--- config.mk ---
export PLATFORM = sky130hd
export DESIGN_NAME = wb_sram_slave
export DESIGN_NICKNAME = d
export VERILOG_FILES = /design/src/rtl/wb_sram_pkg.sv /design/src/rtl/sram_wait_counter.sv /design/src/rtl/wb_sram_slave.sv
export SDC_FILE = /design/constraint.sdc
export NUM_CORES = 1
export LEC_CHECK = 0
export BUFFER_PORTS_ARGS = -buffer_cell sky130_fd_sc_hd__buf_2
export CAP_MARGIN = 5
export CORE_MARGIN = 2
export CORE_UTILIZATION = 57
export DETAILED_ROUTE_END_ITERATION = 10
export HOLD_SLACK_MARGIN = 0.12
export MAX_ROUTING_LAYER = met4
export PLACE_DENSITY = 0.93
export SYNTH_ARGS = -nofsm -noshare
export SYNTH_HDL_FRONTEND = slang
export SYNTH_SLANG_ARGS = --single-unit
--- constraint.sdc ---
create_clock -name clk -period 5.45 [get_ports clk]
set_clock_uncertainty 0.05 [all_clocks]
set_input_delay 0.545 -clock clk [delete_from_list [all_inputs] [get_ports clk]]
set_output_delay 0.545 -clock clk [all_outputs]
set_load 0.02 [all_outputs]
--- src/rtl/wb_sram_pkg.sv ---
// Shared definitions for the Wishbone-to-async-SRAM bridge.
//   state_t      : access FSM states
//   PHASE_LO/HI  : 16-bit phase index within a 32-bit word
//   OOR_RDATA    : read data returned for out-of-range word addresses
//   phase_lanes  : byte-select pair that belongs to a phase
package wb_sram_pkg;

    typedef enum logic [2:0] {
        ST_IDLE   = 3'd0,
        ST_SETUP  = 3'd1,
        ST_STROBE = 3'd2,
        ST_HOLD   = 3'd3,
        ST_ACK    = 3'd4
    } state_t;

    localparam logic PHASE_LO = 1'b0;
    localparam logic PHASE_HI = 1'b1;

    localparam logic [31:0] OOR_RDATA = 32'h0000_0000;

    // Strobe width counter is 4 bits wide, enough for WAIT_CYCLES up to 15.
    localparam int unsigned WAIT_CNT_W = 4;

    // Byte selects {upper, lower} that drive the SRAM lanes in a given phase.
    function automatic logic [1:0] phase_lanes(input logic [3:0] sel, input logic ph);
        logic [1:0] lanes;
        if (ph == PHASE_HI) begin
            lanes = sel[3:2];
        end else begin
            lanes = sel[1:0];
        end
        return lanes;
    endfunction

endpackage

--- src/rtl/sram_wait_counter.sv ---
// Loadable down-counter that times the SRAM strobe pulse.
//   clk, rst_n : clock, async active-low reset
//   load       : load load_val (takes priority over en)
//   en         : count down by one while non-zero
//   load_val   : value loaded, WAIT_CYCLES-1 for a WAIT_CYCLES wide strobe
//   done       : count has reached zero (last strobe cycle)
module sram_wait_counter
    import wb_sram_pkg::*;
(
    input  logic                  clk,
    input  logic                  rst_n,
    input  logic                  load,
    input  logic                  en,
    input  logic [WAIT_CNT_W-1:0] load_val,
    output logic                  done
);

    logic [WAIT_CNT_W-1:0] count_r;

    // Down-counter: load has priority, saturates at zero.
    always_ff @(posedge clk or negedge rst_n) begin
        if (!rst_n) begin
            count_r <= 4'd0;
        end else if (load) begin
            count_r <= load_val;
        end else if (en && (count_r != 4'd0)) begin
            count_r <= count_r - 4'd1;
        end else begin
            count_r <= count_r;
        end
    end

    assign done = (count_r == 4'd0);

endmodule

--- src/rtl/wb_sram_slave.sv ---
// Wishbone classic slave driving an external asynchronous 16-bit SRAM.
// Each 32-bit word access is split into up to two 16-bit phases (low half
// first), each phase being SETUP, WAIT_CYCLES of STROBE, then HOLD.
//   clk, rst          : clock, async active-low reset
//   i_wbs_*           : Wishbone slave request (we, cyc, stb, sel, adr, dat)
//   o_wbs_dat/ack/int : Wishbone response (int is always 0)
//   o_sram_adr/dq     : SRAM halfword address and write data
//   i_sram_dq         : SRAM read data
//   o_sram_dq_oe      : data pad output enable (write phases only)
//   o_sram_*_n        : active-low SRAM strobes and byte lanes
// All outputs are registered from a decode of the FSM state, so every
// output lags the state register by one clock.
module wb_sram_slave
    import wb_sram_pkg::*;
#(
    parameter int ADDR_WIDTH  = 19,
    parameter int WAIT_CYCLES = 2
) (
    input  logic                  clk,
    input  logic                  rst,
    input  logic                  i_wbs_we,
    input  logic                  i_wbs_cyc,
    input  logic                  i_wbs_stb,
    input  logic [3:0]            i_wbs_sel,
    input  logic [31:0]           i_wbs_adr,
    input  logic [31:0]           i_wbs_dat,
    output logic [31:0]           o_wbs_dat,
    output logic                  o_wbs_ack,
    output logic                  o_wbs_int,
    output logic [ADDR_WIDTH-1:0] o_sram_adr,
    output logic [15:0]           o_sram_dq,
    input  logic [15:0]           i_sram_dq,
    output logic                  o_sram_dq_oe,
    output logic                  o_sram_ce_n,
    output logic                  o_sram_oe_n,
    output logic                  o_sram_we_n,
    output logic                  o_sram_ub_n,
    output logic                  o_sram_lb_n
);

    localparam logic [WAIT_CNT_W-1:0] WAIT_LOAD = 4'(WAIT_CYCLES - 1);

    state_t                  state_r, state_s;
    logic                    phase_r, phase_s;
    logic                    abort_r, abort_s;
    logic                    we_r;
    logic [3:0]              sel_r;
    logic [ADDR_WIDTH-2:0]   adr_r;
    logic [31:0]             dat_r;
    logic [31:0]             rdata_r;

    logic                    accept_s;
    logic                    capture_s;
    logic                    cnt_load_s;
    logic                    cnt_en_s;
    logic                    cnt_done_s;
    logic                    oor_s;
    logic                    need_hi_s;

    logic                    active_s;
    logic [1:0]              lanes_s;
    logic                    ce_n_s, oe_n_s, we_n_s, ub_n_s, lb_n_s, dq_oe_s, ack_s;
    logic [ADDR_WIDTH-1:0]   sram_adr_s;
    logic [15:0]             sram_dq_s;
    logic [31:0]             wbs_dat_s;

    // Any word address at or above 2^(ADDR_WIDTH-1) has no backing SRAM.
    assign oor_s = |i_wbs_adr[31:ADDR_WIDTH-1];

    // Writes need the high phase only when an upper byte is selected.
    assign need_hi_s = !we_r || (sel_r[3:2] != 2'b00);

    sram_wait_counter u_wait (
        .clk      (clk),
        .rst_n    (rst),
        .load     (cnt_load_s),
        .en       (cnt_en_s),
        .load_val (WAIT_LOAD),
        .done     (cnt_done_s)
    );

    // FSM state, phase and master-abort flag.
    always_ff @(posedge clk or negedge rst) begin
        if (!rst) begin
            state_r <= ST_IDLE;
            phase_r <= PHASE_LO;
            abort_r <= 1'b0;
        end else begin
            state_r <= state_s;
            phase_r <= phase_s;
            abort_r <= accept_s ? 1'b0 : abort_s;
        end
    end

    // Next-state logic plus counter and read-capture controls.
    always_comb begin
        state_s    = state_r;
        phase_s    = phase_r;
        accept_s   = 1'b0;
        capture_s  = 1'b0;
        cnt_load_s = 1'b0;
        cnt_en_s   = 1'b0;
        // A cyc drop anywhere inside a phase is remembered; the phase still
        // runs to HOLD so a we_n pulse is never cut short.
        if ((state_r != ST_IDLE) && (state_r != ST_ACK) && !i_wbs_cyc) begin
            abort_s = 1'b1;
        end else begin
            abort_s = abort_r;
        end
        case (state_r)
            ST_IDLE: begin
                if (i_wbs_cyc && i_wbs_stb && !o_wbs_ack) begin
                    accept_s = 1'b1;
                    if (oor_s || (i_wbs_we && (i_wbs_sel == 4'b0000))) begin
                        state_s = ST_ACK;
                    end else begin
                        state_s = ST_SETUP;
                        if (i_wbs_we && (i_wbs_sel[1:0] == 2'b00)) begin
                            phase_s = PHASE_HI;
                        end else begin
                            phase_s = PHASE_LO;
                        end
                    end
                end else begin
                    state_s = ST_IDLE;
                end
            end
            ST_SETUP: begin
                state_s    = ST_STROBE;
                cnt_load_s = 1'b1;
            end
            ST_STROBE: begin
                cnt_en_s = 1'b1;
                if (cnt_done_s) begin
                    state_s   = ST_HOLD;
                    capture_s = !we_r;
                end else begin
                    state_s = ST_STROBE;
                end
            end
            ST_HOLD: begin
                if (abort_s) begin
                    state_s = ST_IDLE;
                end else if ((phase_r == PHASE_LO) && need_hi_s) begin
                    state_s = ST_SETUP;
                    phase_s = PHASE_HI;
                end else begin
                    state_s = ST_ACK;
                end
            end
            ST_ACK: begin
                state_s = ST_IDLE;
            end
            default: begin
                state_s = ST_IDLE;
            end
        endcase
    end

    // Request latch at acceptance and read-data assembly per phase.
    always_ff @(posedge clk or negedge rst) begin
        if (!rst) begin
            we_r    <= 1'b0;
            sel_r   <= 4'b0000;
            adr_r   <= {(ADDR_WIDTH-1){1'b0}};
            dat_r   <= 32'h0000_0000;
            rdata_r <= 32'h0000_0000;
        end else if (accept_s) begin
            we_r    <= i_wbs_we;
            sel_r   <= i_wbs_sel;
            adr_r   <= i_wbs_adr[ADDR_WIDTH-2:0];
            dat_r   <= i_wbs_dat;
            rdata_r <= OOR_RDATA;
        end else if (capture_s) begin
            if (phase_r == PHASE_HI) begin
                rdata_r[31:16] <= i_sram_dq;
            end else begin
                rdata_r[15:0] <= i_sram_dq;
            end
        end else begin
            rdata_r <= rdata_r;
        end
    end

    // Output decode of the current state; registered below.
    always_comb begin
        active_s   = (state_r == ST_SETUP) || (state_r == ST_STROBE) || (state_r == ST_HOLD);
        lanes_s    = phase_lanes(sel_r, phase_r);
        ce_n_s     = 1'b1;
        oe_n_s     = 1'b1;
        we_n_s     = 1'b1;
        ub_n_s     = 1'b1;
        lb_n_s     = 1'b1;
        dq_oe_s    = 1'b0;
        ack_s      = 1'b0;
        sram_adr_s = {ADDR_WIDTH{1'b0}};
        sram_dq_s  = 16'h0000;
        wbs_dat_s  = o_wbs_dat;
        if (active_s) begin
            ce_n_s     = 1'b0;
            sram_adr_s = {adr_r, phase_r};
            if (we_r) begin
                dq_oe_s   = 1'b1;
                sram_dq_s = (phase_r == PHASE_HI) ? dat_r[31:16] : dat_r[15:0];
                lb_n_s    = !lanes_s[0];
                ub_n_s    = !lanes_s[1];
            end else begin
                lb_n_s = 1'b0;
                ub_n_s = 1'b0;
            end
            if (state_r == ST_STROBE) begin
                we_n_s = !we_r;
                oe_n_s = we_r;
            end else begin
                we_n_s = 1'b1;
                oe_n_s = 1'b1;
            end
        end else begin
            ce_n_s = 1'b1;
        end
        if (state_r == ST_ACK) begin
            ack_s = 1'b1;
            // Read data is published together with ack; writes leave it alone.
            if (!we_r) begin
                wbs_dat_s = rdata_r;
            end else begin
                wbs_dat_s = o_wbs_dat;
            end
        end else begin
            ack_s = 1'b0;
        end
    end

    // Output registers; reset drives every strobe inactive immediately.
    always_ff @(posedge clk or negedge rst) begin
        if (!rst) begin
            o_wbs_dat    <= 32'h0000_0000;
            o_wbs_ack    <= 1'b0;
            o_wbs_int    <= 1'b0;
            o_sram_adr   <= {ADDR_WIDTH{1'b0}};
            o_sram_dq    <= 16'h0000;
            o_sram_dq_oe <= 1'b0;
            o_sram_ce_n  <= 1'b1;
            o_sram_oe_n  <= 1'b1;
            o_sram_we_n  <= 1'b1;
            o_sram_ub_n  <= 1'b1;
            o_sram_lb_n  <= 1'b1;
        end else begin
            o_wbs_dat    <= wbs_dat_s;
            o_wbs_ack    <= ack_s;
            o_wbs_int    <= 1'b0;
            o_sram_adr   <= sram_adr_s;
            o_sram_dq    <= sram_dq_s;
            o_sram_dq_oe <= dq_oe_s;
            o_sram_ce_n  <= ce_n_s;
            o_sram_oe_n  <= oe_n_s;
            o_sram_we_n  <= we_n_s;
            o_sram_ub_n  <= ub_n_s;
            o_sram_lb_n  <= lb_n_s;
        end
    end

endmodule

==> results.py <==
metrics = {
    "critical_path": {
        "worstPathArrival_ps": 2970,
        "path_class": "reg2reg",
        "cp-end-kind": "register",
        "crit_fanout": 16,
        "cp_data_required_time_ps": 5700,
        "cp-start-kind": "register",
    },
    "grt": {
        "antenna_found_initial": 0,
        "grt-ovfl-total": 0,
        "grt_pass1_vias": 4464,
        "grt_max_degree": 122,
        "grt_pass1_wl_um": 22400,
        "grt_use_total": 0.240,
    },
    "floorplan": {
        "dieArea_um2": 12400,
        "initial_core_util": 0.581,
        "ios": 164,
        "die_x_um": 111,
        "die_h_um": 111,
        "num_rows": 39,
        "core_area_um2": 11300,
    },
    "synth": {
        "ys_seq_elements": 170,
        "synth_xor_area_frac": 0.00266,
        "seq_area_frac_synth": 0.647,
        "synth_cells": 443,
        "synthesis.area_per_instance_um2": 14.9,
        "yosys.area_share.adder": 0.00380,
        "syn_nets": 534,
        "synth_top_family_by_area": "multiplexers",
        "async_reset_ff_frac": 1.00,
        "yosysUniqueCellTypes": 35,
        "synth_compound_area_frac": 0.0163,
        "synth-simple-area-share": 0.0747,
        "ys.warnings.count": 0,
        "ys_dominant_reg_cell": "dfrtp_1",
        "synthMuxAreaShare": 0.234,
        "syn_area_um2": 6580,
        "synth_edf_count": 0,
    },
    "timing": {
        "relSlewSlack": 0.246,
        "min_period_ps": 2720,
        "slew_viol_final": 0,
        "worstMarginPinSlew_ps": 1130,
        "rsz0062_at_grt": "no",
        "hold_ws_ps": 242,
        "timing.final.hold_violations": 0,
        "timing.final.crit_share": 0.499,
        "setup_viol": 0,
        "finalSetupTns_ps": 0,
        "fmax_mhz": 368,
    },
    "clocking": {
        "ctsResizeCount": 0,
        "clockRootBuffer": "clkbuf_16",
        "cts_tree": "built",
        "insertion_delay_ps": 420,
        "htreeDepth": 4,
        "clkSinkCount": 170,
        "cts.clk_slew.worst_paths_ps": 60,
        "post-cts-setup-buffer-count": 0,
        "clock_path_buffers": 2,
        "cts_buffers": 17,
        "cts-hold-fix-buffers": 0,
    },
    "cells_and_area": {
        "area_delta_synth_final_pct": 21.9,
        "seqCellArea_um2": 4260,
        "drive_gt1_frac": 0.512,
        "multi_input_area_um2": 2190,
        "design_area_um2": 8020,
        "finalNonFillerCells": 758,
        "fill_cells": 742,
        "nets": 697,
        "n_antenna_cell": 0,
    },
    "power": {
        "ir_worst_vdd_uv": 343,
        "powerDensity_nw_per_um2": 566,
        "p_leak_nw": 3.98,
        "finalPower_mw": 4.54,
    },
    "placement": {
        "io_buffer_count": 162,
        "gp_congestion": 0.804,
        "hpwl_um": 9370,
        "place_area_um2": 7500,
        "place_inst": 730,
    },
    "min_path": {
        "hold_class": "in2async",
    },
    "drt": {
        "routed_wl_um": 13700,
        "vias_per_cell": 5.33,
        "vias": 4043,
        "ant_nets": 0,
        "drt_drc_violations_left": 0,
        "dr.pass1.iters": 4,
        "dr.first_iter.drc_count": 151,
        "wl_per_cell_um": 18.1,
    },
    "status": {
        "outcome": "completed",
    },
    "job": {
        "max_cap_violations": 0,
    },
}
-- report_power, final --
part           internal (mW)  switching (mW)  total [mW]  leakage [nW]
Clock                  0.630           0.442        1.07         0.261
Sequential              1.80           0.291        2.09          2.10
Combinational          0.677           0.702        1.38          1.62
Total                   3.11            1.43        4.54          3.98
-- layout make-up --
class	count	share of cell area
Tap cell	143	0.0223
Multi-Input combinational cell	245	0.273
Clock buffer	25	0.0630
Clock inverter	3	0.00187
Sequential cell	170	0.531
Inverter	5	0.00234
Timing Repair Buffer	167	0.107
-- cells by family (layout without fill, tap and decap cells) --
group | Yosys count | in the layout
adder cells (fa/ha/maj) | 2 | 2
XOR/XNOR | 2 | 2
multiplexers | 139 | 139
other | 1 | 1
flip-flops | 170 | 170
AND/OR/NAND/NOR | 92 | 92
buffers and inverters | 28 | 200
AO/OA/AOI/OAI | 9 | 9
-- worst max-delay path, stage by stage (launching register included) --
cell and delay (ps):
dfrtp_1 410, inv_1 100, ha_1 150, or3b_1 500
o41ai_4 940, mux2_2 440
-- through the flow --
stage	setup WS (ps)	utilization
4_1_cts	2710	0.709
6_report	2730	0.709
3_5_place_dp	2730	0.663
3_3_place_gp	2890	0.663
2_1_floorplan	3280	-
5_1_grt	2610	0.709
-- placed cells by master, fill, tap and decap left out, drive strengths merged, types with 4 or more instances in the layout --
master,count
nand2b,4
nand2,7
and2,35
nor4,4
buf,167
mux2,119
dfstp,5
inv,5
clkbuf,25
mux2i,20
nor2,29
dfrtp,165
-- routing by layer --
layer	up-vias	global-route usage	part of all wire	wire, um
li1	1836	-	-	-
met1	2046	0.281	0.39	5390
met2	122	0.384	0.52	7170
met3	39	0.0648	0.049	676
met4	0	0.124	0.034	467
met5	-	-	0	0
-- flip-flops by register name (all words and copies together) (netlist names) --
register	count
dat_r	32
o_wbs_dat	32
rdata_r	32
o_sram_adr	19
adr_r	18
o_sram_dq	16
sel_r	4
u_wait.count_r	4
state_r	3
abort_r	1
o_sram_ce_n	1
o_sram_dq_oe	1
o_sram_lb_n	1
o_sram_oe_n	1
o_sram_ub_n	1
o_sram_we_n	1
o_wbs_ack	1
phase_r	1
we_r	1
-- synth_stat cells (4+ instances only) --
cell | count | area, um2
inv_1 | 5 | 18.8
nand2b_1 | 4 | 25.0
mux2_2 | 114 | 1280
and2_1 | 35 | 219
nor2_1 | 29 | 109
mux2_1 | 5 | 56.3
mux2i_1 | 20 | 200
buf_2 | 10 | 50.1
nand2_1 | 7 | 26.3
nor4_1 | 4 | 25.0
dfstp_2 | 5 | 131
clkbuf_1 | 8 | 30.0
dfrtp_1 | 165 | 4130
-- final timing paths --
kind                                               start  slack, ps                       to  cells after the start
max reg2reg                u_wait.count_r[0]$_DFFE_PN0P_       2730   rdata_r[5]$_DFFE_PN0P_                      5
min reg2reg                         adr_r[5]$_DFFE_PN0P_        420  o_sram_adr[6]$_DFF_PN0_                      1
max in group asynchronous                            rst       3830     dat_r[4]$_DFFE_PN0P_                      2
min                                                  rst        240    dat_r[30]$_DFFE_PN0P_                      1
min in group clk                            i_wbs_adr[0]        300     adr_r[0]$_DFFE_PN0P_                      2
max                        u_wait.count_r[0]$_DFFE_PN0P_       2730   rdata_r[5]$_DFFE_PN0P_                      5
Note: power is estimated with default switching activity, not from simulation.
